<file path="src/rtl/act_pkg.sv">
// act_pkg: shared default widths and the controller state type for
// act_stream_ctrl and its delay line.
package act_pkg;

  // Default signed activation sample width.
  localparam int DATA_W = 8;

  // Default buffer address width. Jobs may cover up to 2**ADDR_W elements.
  localparam int ADDR_W = 8;

  // Job sequencing states.
  //   IDLE  : waiting for start
  //   RUN   : issuing one buffer read per cycle
  //   DRAIN : reads finished, waiting for the last result to be written
  //   DONE  : one-cycle completion pulse
  typedef enum logic [1:0] {
    ST_IDLE  = 2'd0,
    ST_RUN   = 2'd1,
    ST_DRAIN = 2'd2,
    ST_DONE  = 2'd3
  } state_t;

endpackage

</file>
<file path="src/rtl/act_valid_pipe.sv">
// act_valid_pipe: fixed-depth delay line that follows each buffer read
// through the activation unit to its output-buffer write.
//
// Stage 0 is loaded in the cycle after the read is issued, carrying the
// valid flag and the read address. The sample itself only shows up on
// in_x one cycle after the read (buffer read latency), so the sample
// chain starts one stage later and is one entry shorter. A flush clears
// every valid at once and leaves the data stages alone.
module act_valid_pipe #(
  parameter int DEPTH  = 2,
  parameter int ADDR_W = 8,
  parameter int DATA_W = 8
) (
  input  logic              clk,
  input  logic              clear,
  input  logic              in_valid,
  input  logic [ADDR_W-1:0] in_addr,
  input  logic [DATA_W-1:0] in_x,
  output logic              out_valid,
  output logic [ADDR_W-1:0] out_addr,
  output logic [DATA_W-1:0] out_x,
  output logic              pending
);

  logic [DEPTH-1:0]  valid_q;
  logic [ADDR_W-1:0] addr_q [DEPTH];
  logic [DATA_W-1:0] x_q    [DEPTH-1];

  // Shift the valid flags; a flush empties the whole line.
  // NOTE: clocked state uses non-blocking assignments so every stage
  // samples its neighbour's old value and the shift order does not matter.
  always_ff @(posedge clk) begin
    if (clear) begin
      valid_q <= '0;
    end else begin
      valid_q <= {valid_q[DEPTH-2:0], in_valid};
    end
  end

  // Shift the address and sample payloads alongside the valids.
  // NOTE: payload stages are never reset; nothing downstream looks at
  // them unless the matching valid is set, so a reset would only add
  // wiring to a plain shift register.
  always_ff @(posedge clk) begin
    addr_q[0] <= in_addr;
    for (int i = 1; i < DEPTH; i++) begin
      addr_q[i] <= addr_q[i-1];
    end
    x_q[0] <= in_x;
    for (int i = 1; i < DEPTH - 1; i++) begin
      x_q[i] <= x_q[i-1];
    end
  end

  assign out_valid = valid_q[DEPTH-1];
  assign out_addr  = addr_q[DEPTH-1];
  assign out_x     = x_q[DEPTH-2];

  // Something is still in flight ahead of the output stage.
  assign pending = |valid_q[DEPTH-2:0];

endmodule

</file>
<file path="src/rtl/act_stream_ctrl.sv">
// act_stream_ctrl: streams a block of activation samples from an input
// buffer through a shared activation unit into an output buffer, one
// element per cycle with no bubbles.
//
// A job reads length elements starting at base_addr (addresses wrap at
// 2**ADDR_W). Each result is written to the address it was read from,
// exactly 1+ACT_LAT cycles after its read. abort or reset drops the job
// and everything in flight.
//
// Optional feature, macro ACT_BYPASS_EN: when defined, a job started with
// bypass=1 writes the raw samples instead of the activation results.
// When undefined, bypass is accepted but has no effect.
module act_stream_ctrl #(
  parameter int DATA_W  = act_pkg::DATA_W,
  parameter int ADDR_W  = act_pkg::ADDR_W,
  parameter int ACT_LAT = 1
) (
  input  logic              clk,
  input  logic              reset,
  input  logic              start,
  input  logic              abort,
  input  logic [ADDR_W-1:0] base_addr,
  input  logic [ADDR_W:0]   length,
  input  logic              bypass,
  output logic              rd_en,
  output logic [ADDR_W-1:0] rd_addr,
  input  logic [DATA_W-1:0] rd_data,
  output logic [DATA_W-1:0] act_x,
  input  logic [DATA_W-1:0] act_y,
  output logic              wr_en,
  output logic [ADDR_W-1:0] wr_addr,
  output logic [DATA_W-1:0] wr_data,
  output logic              busy,
  output logic              done
);

  import act_pkg::*;

  // Read issue to write: one cycle of buffer latency plus the unit latency.
  localparam int DEPTH = 1 + ACT_LAT;

  state_t            state;
  logic              rd_en_q;
  logic [ADDR_W-1:0] rd_addr_q;
  logic [ADDR_W-1:0] base_q;
  logic [ADDR_W:0]   len_q;
  logic [ADDR_W:0]   idx_q;     // number of reads issued so far
  logic              bypass_q;

  logic              pipe_valid;
  logic              pipe_pending;
  logic [ADDR_W-1:0] pipe_addr;
  logic [DATA_W-1:0] pipe_x;
  logic [DATA_W-1:0] wr_sel;

  // The sample returned by the buffer goes straight to the activation unit.
  assign act_x = rd_data;

  // Job sequencer: latches the job, issues reads, waits out the pipeline.
  always_ff @(posedge clk) begin
    if (reset || abort) begin
      state   <= ST_IDLE;
      rd_en_q <= 1'b0;
      idx_q   <= '0;
      if (reset) begin
        rd_addr_q <= '0;
      end
    end else begin
      case (state)
        ST_IDLE: begin
          if (start) begin
            base_q   <= base_addr;
            len_q    <= length;
            bypass_q <= bypass;
            if (length == '0) begin
              state <= ST_DONE;
            end else begin
              state     <= ST_RUN;
              rd_en_q   <= 1'b1;
              rd_addr_q <= base_addr;
              idx_q     <= (ADDR_W+1)'(1);
            end
          end
        end
        ST_RUN: begin
          if (idx_q == len_q) begin
            rd_en_q <= 1'b0;
            state   <= ST_DRAIN;
          end else begin
            rd_en_q   <= 1'b1;
            rd_addr_q <= base_q + idx_q[ADDR_W-1:0];
            idx_q     <= idx_q + (ADDR_W+1)'(1);
          end
        end
        ST_DRAIN: begin
          // Leave once only the output stage is occupied: that is the last write.
          if (!pipe_pending) begin
            state <= ST_DONE;
          end
        end
        ST_DONE: begin
          state <= ST_IDLE;
        end
        default: begin
          state <= ST_IDLE;
        end
      endcase
    end
  end

  act_valid_pipe #(
    .DEPTH  (DEPTH),
    .ADDR_W (ADDR_W),
    .DATA_W (DATA_W)
  ) u_pipe (
    .clk       (clk),
    .clear     (reset | abort),
    .in_valid  (rd_en_q),
    .in_addr   (rd_addr_q),
    .in_x      (act_x),
    .out_valid (pipe_valid),
    .out_addr  (pipe_addr),
    .out_x     (pipe_x),
    .pending   (pipe_pending)
  );

`ifdef ACT_BYPASS_EN
  // Bypassed jobs write the delayed raw sample instead of the unit result.
  assign wr_sel = bypass_q ? pipe_x : act_y;
`else
  assign wr_sel = act_y;
  logic unused_bypass;
  assign unused_bypass = ^{bypass, bypass_q, pipe_x};
`endif

  // Output decode; reset forces every strobe low and every bus to zero.
  // NOTE: each output gets a value on every path through this block, so
  // it stays purely combinational instead of holding a stale value.
  always_comb begin
    rd_en   = rd_en_q & ~reset;
    rd_addr = reset ? '0 : rd_addr_q;
    wr_en   = pipe_valid & ~reset;
    wr_addr = wr_en ? pipe_addr : '0;
    wr_data = wr_en ? wr_sel : '0;
    busy    = ~reset & ((state == ST_RUN) || (state == ST_DRAIN));
    done    = ~reset & (state == ST_DONE);
  end

endmodule
</file>
<file path="config.mk">
export PLATFORM = sky130hd
export DESIGN_NAME = act_stream_ctrl
export DESIGN_NICKNAME = d
export VERILOG_FILES = /design/src/rtl/act_pkg.sv /design/src/rtl/act_valid_pipe.sv /design/src/rtl/act_stream_ctrl.sv
export SDC_FILE = /design/constraint.sdc
export NUM_CORES = 1
export LEC_CHECK = 0
export BUFFER_PORTS_ARGS = -buffer_cell sky130_fd_sc_hd__buf_2
export CORE_UTILIZATION = 54
export DETAILED_ROUTE_END_ITERATION = 8
export HOLD_SLACK_MARGIN = 0.03
export PLACE_DENSITY = 0.82
export SYNTH_ARGS = -nofsm -noshare
export SYNTH_HDL_FRONTEND = slang
export SYNTH_SLANG_ARGS = --single-unit
</file>
<file path="constraint.sdc">
create_clock -name clk -period 5.5 [get_ports clk]
set_clock_uncertainty 0.2 [all_clocks]
set_input_delay 1.1 -clock clk [delete_from_list [all_inputs] [get_ports clk]]
set_output_delay 1.1 -clock clk [all_outputs]
set_load 0.02 [all_outputs]
</file>
==> load_flow_metrics.sql <==
INSERT INTO impl_metrics (metric_group, metric, value, unit) VALUES
('status', 'status', 'complete, no violations', ''),
('global_route', 'grt_start_max_net_pins', '22', ''),
('timing', 'timing_worst_slew_pin_value', '0.777', 'ns'),
('logic_synthesis', 'synth_most_common_cell', 'sky130_fd_sc_hd__dfxtp_1', ''),
('logic_synthesis', 'synth.top_cells.by_area', 'sky130_fd_sc_hd__edfxtp_1, sky130_fd_sc_hd__dfxtp_1, sky130_fd_sc_hd__ha_1, sky130_fd_sc_hd__and2_1, sky130_fd_sc_hd__a21oi_1', ''),
('logic_synthesis', 'syn_nets', '309', ''),
('placement', 'place_hpwl', '3770', 'um'),
('drt', 'routedLengthMet1', '2320', 'um'),
('pwr', 'combinationalPowerShare', '0.110', ''),
('critical_path', 'timing_startpoint_of_the_critical_path', 'reset', ''),
('pwr', 'p_leak', '1.32', 'nW'),
('floorplan', 'fp-row-count', '25', ''),
('floorplan', 'core', '0.00472', 'mm2'),
('final_layout', 'utilization', '0.640', ''),
('timing', 'timing.final.max_slew_violations', '0', ''),
('floorplan', 'fp.dieArea', '0.00520', 'mm2'),
('critical_path', 'worstSetupPathType', 'input port to primary output', ''),
('timing', 'clock.fmax', '273', 'MHz'),
('global_route', 'first_global_vias', '1894', ''),
('timing', 'final_min_period_over_clock_period', '0.667', ''),
('logic_synthesis', 'synth_seq_cells', '55', ''),
('global_route', 'gr-total-overflow', '0', ''),
('timing', 'setup-violations-final', '0', ''),
('pwr', 'power.net_switching', '0.000206', 'W'),
('critical_path', 'worstPathMaxFanout', '21', ''),
('drt', 'drc_errors', '0', ''),
('logic_synthesis', 'netlist_instances', '258', ''),
('final_layout', 'final_cell_area', '0.00302', 'mm2'),
('critical_path', 'critical_path_required', '4.20', 'ns'),
('drt', 'wire_per_inst', '14.4', 'um'),
('critical_path', 'r2r-start', 'idx_q[6]', ''),
('global_route', 'wire_length_of_the_first_global_routing_pass', '8560', 'um'),
('critical_path', 'cp_common_cell', 'sky130_fd_sc_hd__buf_2', ''),
('clock_tree', 'number_of_h_tree_levels', '2', ''),
('logic_synthesis', 'ys_seq_area_frac', '0.509', ''),
('drt', 'wirelength', '5320', 'um'),
('critical_path', 'path_delay_family', 'simple AND/OR/NAND/NOR gates', ''),
('drt', 'num_vias', '2018', ''),
('critical_path', 'capturing_element_type_of_the_critical_path', 'primary output', ''),
('drt', 'met3_wirelength', '309', 'um'),
('clock_tree', 'cts_repair_resize_count', '0', ''),
('timing', 'max-slew-margin-rel', '0.479', ''),
('clock_tree', 'clock_tree_from_tritoncts', 'built', ''),
('clock_tree', 'clock_sink_count', '55', ''),
('critical_path', 'critical_path.slowest_cell', 'sky130_fd_sc_hd__nor2b_1', ''),
('logic_synthesis', 'synth_top_flop_cell', 'sky130_fd_sc_hd__dfxtp_1', ''),
('critical_path', 'cp_num_cells', '4', ''),
('critical_path', 'slowest_delay', '0.65', 'ns'),
('clock_tree', 'root_buffer', 'sky130_fd_sc_hd__clkbuf_8', ''),
('final_layout', 'antenna_cells', '0', ''),
('pwr', 'switching_share', '0.261', ''),
('timing', 'unrepaired_setup_endpoints_after_global_routing', 'no', ''),
('drt', 'routed.top_layer', 'met4', ''),
('global_route', 'grt.total_usage', '0.215', ''),
('drt', 'dr_wl_met2', '2640', 'um'),
('placement', 'place_congestion', '0.805', ''),
('global_route', 'antenna_found_initial', '0', ''),
('clock_tree', 'bufs_on_longest_clock_path', '2', ''),
('placement', 'dpl-instance-area', '0.00293', 'mm2'),
('timing', 'setup-tns-final', '0', 'ns'),
('timing', 'hold_viol', '0', ''),
('logic_synthesis', 'synth-edff-count', '25', ''),
('run', 'max_cap_viol_count', '0', ''),
('drt', 'drtPass1Iterations', '4', ''),
('logic_synthesis', 'post_synth_num_cell_types', '48', ''),
('logic_synthesis', 'syn_avg_cell_area', '10.3', 'um2'),
('pwr', 'ir_worst_vdd', '0.165', 'mV'),
('clock_tree', 'clkSlewWorstSetupHoldPaths', '0.11', 'ns'),
('floorplan', 'io_pins', '74', ''),
('logic_synthesis', 'synth-warning-count', '0', ''),
('floorplan', 'die_height', '72.1', 'um');
==> worst min path at each step <==
stage / endpoint / start / cells after the start
final: u_pipe.addr_q[0][10] / u_pipe.addr_q[0][2] / 0
after global routing: u_pipe.addr_q[0][8] / u_pipe.addr_q[0][0] / 0
after floorplan: u_pipe.addr_q[0][10] / u_pipe.addr_q[0][2] / 0
after CTS: u_pipe.addr_q[0][10] / u_pipe.addr_q[0][2] / 0
after detailed placement: u_pipe.addr_q[0][10] / u_pipe.addr_q[0][2] / 0
after global placement: u_pipe.addr_q[0][14] / u_pipe.addr_q[0][6] / 0
==> state kept, by name, indices dropped and copies added, names as in the netlist <==
| name | cells |
|---|---|
| u_pipe.addr_q | 16 |
| u_pipe.valid_q | 2 |
| idx_q | 9 |
| rd_en_q | 1 |
| state | 2 |
| rd_addr_q | 8 |
| len_q | 9 |
| base_q | 8 |
==> through the flow <==
| step | power [W] | hold WS (ns) | setup slack (ns) | std cells |
|---|---|---|---|---|
| after floorplan | 0.000537 | 0.110 | 1.80 | 258 |
| after global routing | 0.000823 | 0.147 | 1.65 | 370 |
| after global placement | 0.000557 | 0.110 | 1.83 | 362 |
| final | 0.000789 | 0.137 | 1.83 | 370 |
| after CTS | 0.000793 | 0.139 | 1.79 | 370 |
| after detailed placement | 0.000562 | 0.114 | 1.80 | 362 |
==> placed cells by master, fill, tap and decap left out, types with 3 or more instances in the layout <==
cell type	count
sky130_fd_sc_hd__a211oi_1	3
sky130_fd_sc_hd__a21oi_1	18
sky130_fd_sc_hd__and2_1	18
sky130_fd_sc_hd__and3_1	4
sky130_fd_sc_hd__buf_2	56
sky130_fd_sc_hd__clkbuf_8	5
sky130_fd_sc_hd__dfxtp_1	30
sky130_fd_sc_hd__edfxtp_1	25
sky130_fd_sc_hd__ha_1	12
sky130_fd_sc_hd__inv_1	11
sky130_fd_sc_hd__mux2i_1	3
sky130_fd_sc_hd__nand2_1	7
sky130_fd_sc_hd__nand3_1	5
sky130_fd_sc_hd__nand4_1	3
sky130_fd_sc_hd__nor2_1	22
sky130_fd_sc_hd__nor2b_1	14
sky130_fd_sc_hd__nor3_1	8
sky130_fd_sc_hd__nor4_1	3
sky130_fd_sc_hd__o21ai_0	4
sky130_fd_sc_hd__xnor2_1	5
sky130_fd_sc_hd__xor2_1	10
==> metal layers <==
layer | vias up | global-route usage
li1 | 996 | -
met1 | 951 | 0.256
met2 | 66 | 0.384
met3 | 5 | 0.0486
met4 | 0 | 0.0675
met5 | - | 0
==> final cells by class <==
| cell class | instances | area, um2 |
|---|---|---|
| clock buffer | 5 | 68.8 |
| clock inverter | 3 | 27.5 |
| fill | 378 | 1700 |
| inverter | 11 | 41.3 |
| multi-input combinational | 172 | 1160 |
| sequential | 55 | 1350 |
| tap | 67 | 83.8 |
| timing repair buffer | 57 | 288 |
==> power groups by stage <==
stage,Sequential (W),Combinational [W],Clock (W)
2_1_floorplan,0.000472,0.0000658,0
3_3_place_gp,0.000474,0.0000835,0
3_5_place_dp,0.000475,0.0000865,0
4_1_cts,0.000466,0.0000869,0.000241
5_1_grt,0.000469,0.0000961,0.000258
6_report,0.000466,0.0000867,0.000237
==> cells by family after synthesis <==
logic type,after synthesis,share of synthesized area
buffers and inverters,31,0.0556
and+or+nand+nor,93,0.188
DFF,55,0.509
AOI/OAI and AO/OA,48,0.123
adders and majority gates,13,0.0641
muxes,3,0.0113
xor gates and xnor gates,15,0.0495
Power figures use the tool's default switching activity.
